File: src/rtl/regfile_arbiter.sv
// regfile_arbiter: arbitrates two requesters onto an 8 x 8 flip-flop register
// file. The storage and the per-entry written mask live inside this block.
// Each cycle at most one request is accepted through a valid/ready handshake.
// The accepted port then gets a one-cycle response pulse in the following
// cycle. Reading an entry that has not been written since reset returns
// error = 1 with rdata = 0.
//
// Optional build macro: REGFILE_ARB_FIXED_PRIO_EN
//   defined   -> port 0 always wins a tie and there is no rr pointer
//   undefined -> round-robin; the pointer toggles after every accept
//
// Ports (x = 0, 1):
//   clk, resetn         clock and asynchronous active-low reset
//   req_valid_x         request present, held stable until it is accepted
//   req_ready_x         request is granted this cycle (combinational)
//   req_wr_x            1 = write, 0 = read
//   req_addr_x          entry index
//   req_wdata_x         write data
//   rsp_valid_x         one-cycle response pulse
//   rsp_rdata_x         read data; 0 on writes, on errors and when idle
//   rsp_error_x         read of an entry that was never written
//   busy                a request was accepted in the previous cycle
module regfile_arbiter #(
    parameter int DATA_W = 8,
    parameter int DEPTH  = 8,
    parameter int ADDR_W = $clog2(DEPTH)
) (
    input  logic              clk,
    input  logic              resetn,
    input  logic              req_valid_0,
    output logic              req_ready_0,
    input  logic              req_wr_0,
    input  logic [ADDR_W-1:0] req_addr_0,
    input  logic [DATA_W-1:0] req_wdata_0,
    output logic              rsp_valid_0,
    output logic [DATA_W-1:0] rsp_rdata_0,
    output logic              rsp_error_0,
    input  logic              req_valid_1,
    output logic              req_ready_1,
    input  logic              req_wr_1,
    input  logic [ADDR_W-1:0] req_addr_1,
    input  logic [DATA_W-1:0] req_wdata_1,
    output logic              rsp_valid_1,
    output logic [DATA_W-1:0] rsp_rdata_1,
    output logic              rsp_error_1,
    output logic              busy
);

    logic [DATA_W-1:0] mem_q [DEPTH];
    logic [DEPTH-1:0]  written_q, written_d;

    logic              rsp_valid_0_q, rsp_valid_0_d;
    logic              rsp_valid_1_q, rsp_valid_1_d;
    logic [DATA_W-1:0] rsp_rdata_0_q, rsp_rdata_0_d;
    logic [DATA_W-1:0] rsp_rdata_1_q, rsp_rdata_1_d;
    logic              rsp_error_0_q, rsp_error_0_d;
    logic              rsp_error_1_q, rsp_error_1_d;
    logic              busy_q, busy_d;

    logic              grant_0, grant_1, any_acc;
    logic              sel_wr;
    logic [ADDR_W-1:0] sel_addr;
    logic [DATA_W-1:0] sel_wdata;
    logic [DATA_W-1:0] rd_data;
    logic              rd_err;

`ifdef REGFILE_ARB_FIXED_PRIO_EN
    assign grant_0 = req_valid_0;
    assign grant_1 = req_valid_1 && !req_valid_0;
`else
    // rr_ptr_q names the port that wins when both ports are valid.
    logic rr_ptr_q, rr_ptr_d;

    assign grant_0 = req_valid_0 && (!req_valid_1 || !rr_ptr_q);
    assign grant_1 = req_valid_1 && (!req_valid_0 ||  rr_ptr_q);

    // After an accept the pointer moves to the port that was not served.
    // Idle cycles leave it unchanged.
    always_comb begin
        rr_ptr_d = rr_ptr_q;
        if (any_acc) begin
            rr_ptr_d = grant_0;
        end
    end

    always_ff @(posedge clk or negedge resetn) begin
        if (!resetn) begin
            rr_ptr_q <= 1'b0;
        end else begin
            rr_ptr_q <= rr_ptr_d;
        end
    end
`endif

    assign req_ready_0 = grant_0;
    assign req_ready_1 = grant_1;
    assign any_acc     = grant_0 || grant_1;

    assign sel_wr    = grant_1 ? req_wr_1    : req_wr_0;
    assign sel_addr  = grant_1 ? req_addr_1  : req_addr_0;
    assign sel_wdata = grant_1 ? req_wdata_1 : req_wdata_0;

    always_comb begin
        written_d     = written_q;
        rd_data       = '0;
        rd_err        = 1'b0;
        rsp_valid_0_d = grant_0;
        rsp_valid_1_d = grant_1;
        rsp_rdata_0_d = '0;
        rsp_rdata_1_d = '0;
        rsp_error_0_d = 1'b0;
        rsp_error_1_d = 1'b0;
        busy_d        = any_acc;
        if (any_acc) begin
            if (sel_wr) begin
                written_d[sel_addr] = 1'b1;
            end else if (written_q[sel_addr]) begin
                rd_data = mem_q[sel_addr];
            end else begin
                rd_err = 1'b1;
            end
        end
        if (grant_0) begin
            rsp_rdata_0_d = rd_data;
            rsp_error_0_d = rd_err;
        end
        if (grant_1) begin
            rsp_rdata_1_d = rd_data;
            rsp_error_1_d = rd_err;
        end
    end

    // Storage is not reset; the written mask is what guards reads after reset.
    always_ff @(posedge clk) begin
        if (any_acc && sel_wr) begin
            mem_q[sel_addr] <= sel_wdata;
        end
    end

    always_ff @(posedge clk or negedge resetn) begin
        if (!resetn) begin
            written_q     <= '0;
            rsp_valid_0_q <= 1'b0;
            rsp_valid_1_q <= 1'b0;
            rsp_rdata_0_q <= '0;
            rsp_rdata_1_q <= '0;
            rsp_error_0_q <= 1'b0;
            rsp_error_1_q <= 1'b0;
            busy_q        <= 1'b0;
        end else begin
            written_q     <= written_d;
            rsp_valid_0_q <= rsp_valid_0_d;
            rsp_valid_1_q <= rsp_valid_1_d;
            rsp_rdata_0_q <= rsp_rdata_0_d;
            rsp_rdata_1_q <= rsp_rdata_1_d;
            rsp_error_0_q <= rsp_error_0_d;
            rsp_error_1_q <= rsp_error_1_d;
            busy_q        <= busy_d;
        end
    end

    assign rsp_valid_0 = rsp_valid_0_q;
    assign rsp_valid_1 = rsp_valid_1_q;
    assign rsp_rdata_0 = rsp_rdata_0_q;
    assign rsp_rdata_1 = rsp_rdata_1_q;
    assign rsp_error_0 = rsp_error_0_q;
    assign rsp_error_1 = rsp_error_1_q;
    assign busy        = busy_q;

endmodule

File: config.mk
export PLATFORM = sky130hd
export DESIGN_NAME = regfile_arbiter
export DESIGN_NICKNAME = d
export VERILOG_FILES = /design/src/rtl/regfile_arbiter.sv
export SDC_FILE = /design/constraint.sdc
export NUM_CORES = 1
export LEC_CHECK = 0
export BUFFER_PORTS_ARGS = -buffer_cell sky130_fd_sc_hd__buf_2
export CAP_MARGIN = 20
export CELL_PAD_IN_SITES_DETAIL_PLACEMENT = 0
export CELL_PAD_IN_SITES_GLOBAL_PLACEMENT = 1
export CORE_ASPECT_RATIO = 0.8
export CORE_MARGIN = 4
export CORE_UTILIZATION = 42
export DETAILED_ROUTE_END_ITERATION = 7
export PLACE_DENSITY_LB_ADDON = 0.1
export SLEW_MARGIN = 20
export SYNTH_ARGS = -nofsm -noshare
export SYNTH_HDL_FRONTEND = slang
export SYNTH_SLANG_ARGS = --single-unit
File: constraint.sdc
create_clock -name clk -period 2.7 [get_ports clk]
set_input_delay 0.27 -clock clk [delete_from_list [all_inputs] [get_ports clk]]
set_output_delay 0.27 -clock clk [all_outputs]
set_load 0.05 [all_outputs]
==> results of run 1 <==
[kinds of logic (layout without fill, tap and decap cells)]
| logic type | after synthesis | in the layout | synth area share (%) |
|---|---|---|---|
| buffers and inverters | 19 | 94 | 2.56 |
| DFF | 94 | 94 | 68.4 |
| and+or+nand+nor | 114 | 114 | 16.4 |
| muxes | 8 | 8 | 2.15 |
| AOI/OAI and AO/OA | 54 | 54 | 10.5 |
[power groups by stage]
stage / Clock [mW] / Combinational [mW] / Sequential, mW
3_5_place_dp: 0 / 0.503 / 1.69
2_1_floorplan: 0 / 0.255 / 1.77
5_1_grt: 1.40 / 0.552 / 1.66
3_3_place_gp: 0 / 0.499 / 1.69
4_1_cts: 1.35 / 0.505 / 1.66
6_report: 1.31 / 0.502 / 1.66
[through the flow]
stage / power, mW / setup WS [ps] / hold WS, ps
final: 3.47 / 268 / -23.8
after global placement: 2.19 / 173 / 352
after CTS: 3.51 / 107 / 11.6
after floorplan: 2.02 / 169 / -25.6
after global routing: 3.62 / 44.2 / 34.0
after detailed placement: 2.19 / 129 / 382
[worst register-to-register path: cells and delay by family (launching register included)]
kind,cells,cell delay (ps)
simple gates,4,1230
flops,1,380
buf+inv,1,270
mux,1,260
[how the worst max path moves through the flow]
stage	depth (start not counted)	startpoint	slack, ps	end
3_5_place_dp	6	rr_ptr_q$_DFFE_PN0N_	130	rsp_rdata_0[0]$_DFF_PN0_
3_3_place_gp	6	rr_ptr_q$_DFFE_PN0N_	170	rsp_rdata_0[7]$_DFF_PN0_
2_1_floorplan	6	rr_ptr_q$_DFFE_PN0N_	170	mem_q[4][0]$_DFFE_PP_
5_1_grt	6	rr_ptr_q$_DFFE_PN0N_	40	rsp_rdata_0[5]$_DFF_PN0_
4_1_cts	6	rr_ptr_q$_DFFE_PN0N_	110	rsp_rdata_0[0]$_DFF_PN0_
6_report	6	rr_ptr_q$_DFFE_PN0N_	270	mem_q[1][4]$_DFFE_PP_
[sequential cells by signal (all words and copies together), names as in the netlist]
register and cells:
rsp_rdata_0 8, written_q 8, rr_ptr_q 1, busy 1, rsp_valid_1 1, rsp_error_0 1, rsp_valid_0 1, mem_q 64
rsp_rdata_1 8, rsp_error_1 1
[placed cells by master, fill, tap and decap left out, drive strengths merged, types with 6 or more instances in the layout]
| cell | synthesis | layout |
|---|---|---|
| a21oi | 8 | 8 |
| buf | 9 | 71 |
| clkbuf | 3 | 10 |
| dfrtp | 30 | 30 |
| edfxtp | 64 | 64 |
| inv | 7 | 7 |
| nand2 | 43 | 43 |
| nor2 | 15 | 15 |
| nor3 | 10 | 10 |
| nor4bb | 6 | 6 |
| o21ai | 6 | 6 |
| o22ai | 21 | 21 |
| or2 | 9 | 9 |
[layer usage]
metal | routed length, µm | vias up | global-route usage (%)
met5 | 0 | - | 0
met4 | 170 | 0 | 5.60
met3 | 779 | 13 | 6.05
met2 | 3950 | 95 | 26.8
met1 | 4350 | 1206 | 26.7
li1 | - | 1238 | -
[area by class of cell]
class	count	area, µm²	share of cell area [%]
clock buffers	10	229	4.87
clock inverters	6	86.3	1.84
inverters	7	26.3	0.559
multi-input cells	176	1140	24.2
flip-flops and latches	94	2670	56.8
well taps	115	144	3.06
repair buffers	71	408	8.67
==> run_results.csv, run 1 <==
group,metric,value,unit
global_routing,grt_remaining_overflow,0,
placed_design,gp_congestion,0.786,
setup_path,setup_slack_of_the_most_critical_reg_to_reg_path,270,ps
clock_tree,clk_pin_slew,60,ps
power,power_frac_clock,37.7,%
synth,netlist_instances,289,
synth,post-synth-top-count-cell,"sky130_fd_sc_hd__edfxtp_1",
clock_tree,insertion_delay,330,ps
global_routing,grtUsageTotal,18.6,%
die,pin_count,51,
synth,synth.net_count,317,
global_routing,pin_count_of_the_biggest_net_entering_global_routing,31,
setup_path,critical_path.max_fanout,14,
clock_tree,cts_made_buffers,9,
placed_design,dp_hpwl,6.71,mm
final_layout,layout.core_utilization,51.8,%
route,initialDrtViolationCount,239,
sta,hold_viol,30,
power,pwr_per_cell_area,738,nW/µm²
sta,timing_worst_slew_pin_value,894,ps
power,swShare,25.0,%
final_layout,design_area,4700,µm²
setup_path,worst-path-buf-inv,1,
power,power.ir.vdd_worst,0.466,mV
sta,fin_worst_skew,8.34,ps
route,detail_route.wl_per_cell,19.3,µm
power,total_switching_power,867,µW
die,die-height,94.2,µm
synth,seq_area_frac_synth,68.4,%
sta,period_minus_slack,2430,ps
placed_design,detailed_place.area,4380,µm²
synth,synth_enable_flop_cells,64,
synth,synth.lib_cells_used.distinct,51,
clock_tree,cts_resized,0,
synth,synthesis.area,3900,µm²
die,rows,31,
sta,setup_repair_after_global_routing_missed_its_margin,"false",
synth,yosysTopAreaCell,"sky130_fd_sc_hd__edfxtp_1",
global_routing,global_route_wire_length_before_repair,14.8,mm
clock_tree,tritoncts_clock_tree,"built",
setup_path,cp_data_required_time,2740,ps
synth,avgSynthCellArea,13.5,µm²
final_layout,drive_above_1_share,30.8,%
route,routed_wl,9.25,mm
sta,worst_hold_slack,-23.8,ps
clock_tree,htree_levels,3,
power,seq_power_share,47.8,%
setup_path,depth_of_the_most_critical_reg_to_reg_path,6,
power,intPower,2.60,mW
run_status,violations,"negative hold slack",
setup_path,path_delay_family,"simple AND/OR/NAND/NOR gates",
setup_path,rr_endpoint,"mem_q[1][4]$_DFFE_PP_",
setup_path,timing.setup.critical_path_class,"reg -> reg",
clock_tree,postCtsSetupBuffers,0,
setup_path,worst_path_arrival_time,2480,ps
sta,timing.final.crit_share,90.1,%
setup_path,critical-path-slowest-cell,"sky130_fd_sc_hd__nor2_1",
sta,final-setup-viol-count,0,
sta,slew-limit-headroom,40.2,%
route,detail-route-antenna-nets,0,
sta,timing.setup.tns,0,ps
die,die_w,116,µm
hold_path,worstHoldPathType,"in -> async",
synth,synth_async_sr_flop_share,31.9,%
power,power_frac_comb,14.5,%
global_routing,vias_in_the_first_global_route,2621,
final_layout,finalNetCount,387,
setup_path,start_kind,"flop",
power,p_leak,1.88,nW
final_layout,stdcell_count,479,
route,routed_via_density,5.33,
route,via_count,2552,
final_layout,diodes,0,
synth,synthesized_flop_and_latch_total,94,
setup_path,path_cells,"nand2b_4, nand2_4, mux2_2, nand2_1, nor2_1, buf_4",
die,coreArea,9080,µm²
clock_tree,cts_max_path_buffers,2,
run,drv.max_cap_violation_count,0,
sta,maxClockFrequency,411,MHz
synth,netlist.area_leader.share,49.2,%
route,drt_pass1_iterations,4,
setup_path,kind_of_capture_point_of_the_worst_setup_path,"flop",
clock_tree,count_of_clock_tree_sinks,94,
clock_tree,postCtsHoldBufs,0,
sta,final_max_slew_viol_count,0,
die,dieArea,10900,µm²
synth,ys_top_cells_by_count,"sky130_fd_sc_hd__edfxtp_1 (64), sky130_fd_sc_hd__nand2_1 (42), sky130_fd_sc_hd__dfrtp_1 (30)",
synth,synthesis.yosys.warnings,0,
synth,ys_top_cells_by_area,"sky130_fd_sc_hd__edfxtp_1 (49%), sky130_fd_sc_hd__dfrtp_1 (19%), sky130_fd_sc_hd__nand2_1 (4.0%)",
route,detail_route.drc_violations,0,
final_layout,syn_to_final_growth,20.4,%
placed_design,number_of_cells_in_the_design_after_placement,463,
setup_path,r2r_start,"rr_ptr_q$_DFFE_PN0N_",
clock_tree,cts.root.buffer_cell,"sky130_fd_sc_hd__clkbuf_16",
global_routing,grt_antenna_before_repair,0,
run_status,outcome,"complete, but fails checks",
die,floorplan.initialDensity,43.0,%
final_layout,fillerInstances,809,
setup_path,max_stage_delay,640,ps
placed_design,port_buffers,50,
synth,synth-main-ff-cell,"sky130_fd_sc_hd__edfxtp_1",
Note: power is estimated with default switching activity, not from simulation.
==> run 2, diff against run 1 <==
Settings changed: CORE_UTILIZATION 42 to 50.
Clock period 2.7 ns to 2.9 ns, I/O delays scaled along.
==> run_results.csv, run 2 (synthesis gave the netlist of run 1 again) <==
group,metric,value,unit
sta,timing.setup.tns,0,ps
die,pin_count,51,
die,dieArea,9300,µm²
global_routing,pin_count_of_the_biggest_net_entering_global_routing,31,
power,seq_power_share,54.5,%
clock_tree,cts_max_path_buffers,2,
setup_path,worst_path_arrival_time,2820,ps
route,routed_via_density,5.65,
sta,final-setup-viol-count,0,
clock_tree,count_of_clock_tree_sinks,94,
hold_path,worstHoldPathType,"in -> reg",
die,rows,28,
sta,final_max_slew_viol_count,0,
power,power.ir.vdd_worst,0.330,mV
power,power_frac_clock,29.4,%
sta,worst_hold_slack,232,ps
sta,hold_viol,0,
placed_design,dp_hpwl,6.39,mm
final_layout,design_area,4520,µm²
die,die-height,87.0,µm
power,swShare,27.7,%
run,drv.max_cap_violation_count,0,
sta,timing.final.crit_share,88.3,%
die,die_w,107,µm
setup_path,critical_path.max_fanout,18,
clock_tree,clk_pin_slew,90,ps
final_layout,flip_flop_count_of_the_largest_register_all_copies_and_words_added,64,
route,routed_wl,8.97,mm
route,detail-route-antenna-nets,0,
final_layout,finalNetCount,379,
die,floorplan.initialDensity,52.1,%
sta,maxClockFrequency,390,MHz
route,drt_pass1_iterations,5,
setup_path,critical-path-slowest-cell,"sky130_fd_sc_hd__or4_4",
power,p_leak,1.79,nW
placed_design,gp_congestion,0.879,
route,detail_route.wl_per_cell,19.5,µm
sta,fin_worst_skew,6.83,ps
final_layout,drive_above_1_share,29.2,%
sta,setup_repair_after_global_routing_missed_its_margin,"false",
global_routing,grt_remaining_overflow,0,
clock_tree,cts.root.buffer_cell,"sky130_fd_sc_hd__clkbuf_8",
placed_design,detailed_place.area,4300,µm²
clock_tree,cts_made_buffers,9,
die,coreArea,7500,µm²
sta,period_minus_slack,2560,ps
setup_path,cp_data_required_time,3150,ps
power,pwr_per_cell_area,627,nW/µm²
clock_tree,htree_levels,3,
setup_path,timing.setup.critical_path_class,"reg -> reg",
sta,slew-limit-headroom,40.2,%
route,detail_route.drc_violations,0,
final_layout,mostFrequentLayoutCell,"sky130_fd_sc_hd__edfxtp_1",
final_layout,fillerInstances,629,
power,power_frac_comb,16.2,%
global_routing,grtUsageTotal,20.8,%
clock_tree,insertion_delay,360,ps
route,initialDrtViolationCount,263,
clock_tree,tritoncts_clock_tree,"built",
final_layout,diodes,0,
final_layout,largest_register,"mem_q",
final_layout,most-common-layout-cells,"sky130_fd_sc_hd__edfxtp_1 (64), sky130_fd_sc_hd__buf_2 (50), sky130_fd_sc_hd__nand2_1 (42), sky130_fd_sc_hd__dfrtp_1 (30), sky130_fd_sc_hd__o22ai_1 (21)",
final_layout,syn_to_final_growth,15.7,%
setup_path,start_kind,"flop",
run_status,outcome,"finished clean",
power,total_switching_power,786,µW
setup_path,path_cells,"nand2b_4, nand2_4, inv_2, a21oi_2, o22ai_1, or4_4, nor4bb_1",
placed_design,port_buffers,50,
power,intPower,2.05,mW
global_routing,vias_in_the_first_global_route,2488,
setup_path,kind_of_capture_point_of_the_worst_setup_path,"flop",
global_routing,global_route_wire_length_before_repair,14.2,mm
setup_path,max_stage_delay,650,ps
global_routing,grt_antenna_before_repair,0,
setup_path,setup_slack_of_the_most_critical_reg_to_reg_path,340,ps
route,via_count,2604,
sta,timing_worst_slew_pin_value,890,ps
==> run 2: changes by cell type in the layout (fill, tap and decap cells not counted), sizes merged <==
cell         previous run  this run
clkbuf                 10        12
bufinv                  2         0
clkinv                  4         2
dlygate4sd3             0         1
inv                     7         9
buf                    71        62
==> run 2: worst paths after layout <==
check	startpoint	end	cells past startpoint
worst min register to register	written_q[1]$_DFFE_PN0P_	written_q[1]$_DFFE_PN0P_	1
worst max register to register	rr_ptr_q$_DFFE_PN0N_	rsp_rdata_0[7]$_DFF_PN0_	7
worst max-delay path	rr_ptr_q$_DFFE_PN0N_	rsp_rdata_0[7]$_DFF_PN0_	7
min in group asynchronous	resetn	rsp_valid_0$_DFF_PN0_	2
worst min-delay path	req_valid_0	rr_ptr_q$_DFFE_PN0N_	2
max in group asynchronous	resetn	written_q[1]$_DFFE_PN0P_	2
==> run 2: stage by stage <==
step                      setup slack (ps)  util, %  std cells  power (mW)
after global placement                 288     57.4        444        2.02
after floorplan                        369        -        289        1.88
final                                  338     60.3        461        2.83
after detailed placement               163     57.4        444        2.02
after global routing                   198     60.3        461        2.95
after CTS                              146     60.1        461        2.86
==> run 2: final cells by class <==
class                           count  area (µm²)  share of cell area (%)
Multi-Input combinational cell    176        1140                    25.3
Sequential cell                    94        2670                    59.2
Tap cell                          105         131                    2.91
Inverter                            7        26.3                   0.582
Timing Repair Buffer               63         350                    7.75
Clock inverter                      4        27.5                   0.609
Clock buffer                       12         166                    3.68
==> run 2: per-layer routing <==
layer,part of all wire (%),vias to the layer above,global-route usage [%]
met5,0,-,0
met4,1.5,0,6.27
met3,7.9,18,5.56
met2,43,112,30.5
met1,48,1261,30.5
li1,-,1213,-
==> run 2: power by group through the flow <==
| stage | clock network, mW | registers (mW) | logic, mW |
|---|---|---|---|
| 2_1_floorplan | 0 | 1.64 | 0.238 |
| 4_1_cts | 0.860 | 1.54 | 0.454 |
| 3_5_place_dp | 0 | 1.57 | 0.452 |
| 5_1_grt | 0.907 | 1.55 | 0.496 |
| 6_report | 0.833 | 1.54 | 0.458 |
| 3_3_place_gp | 0 | 1.57 | 0.445 |
==> run 2: timing repair <==
action	CTS	global route
hold buffers	1	0
hold endpoints to repair	30	0
buffers inserted	0	0
setup endpoints to repair	0	4
gates resized for setup	0	2
==> run 2: critical path, delay by kind of cell, from the launching register on <==
kind / cells / cell delay (ps)
and+or+nand+nor: 4 / 1410
buffers and inverters: 1 / 140
AOI/OAI and AO/OA: 2 / 490
DFF: 1 / 410
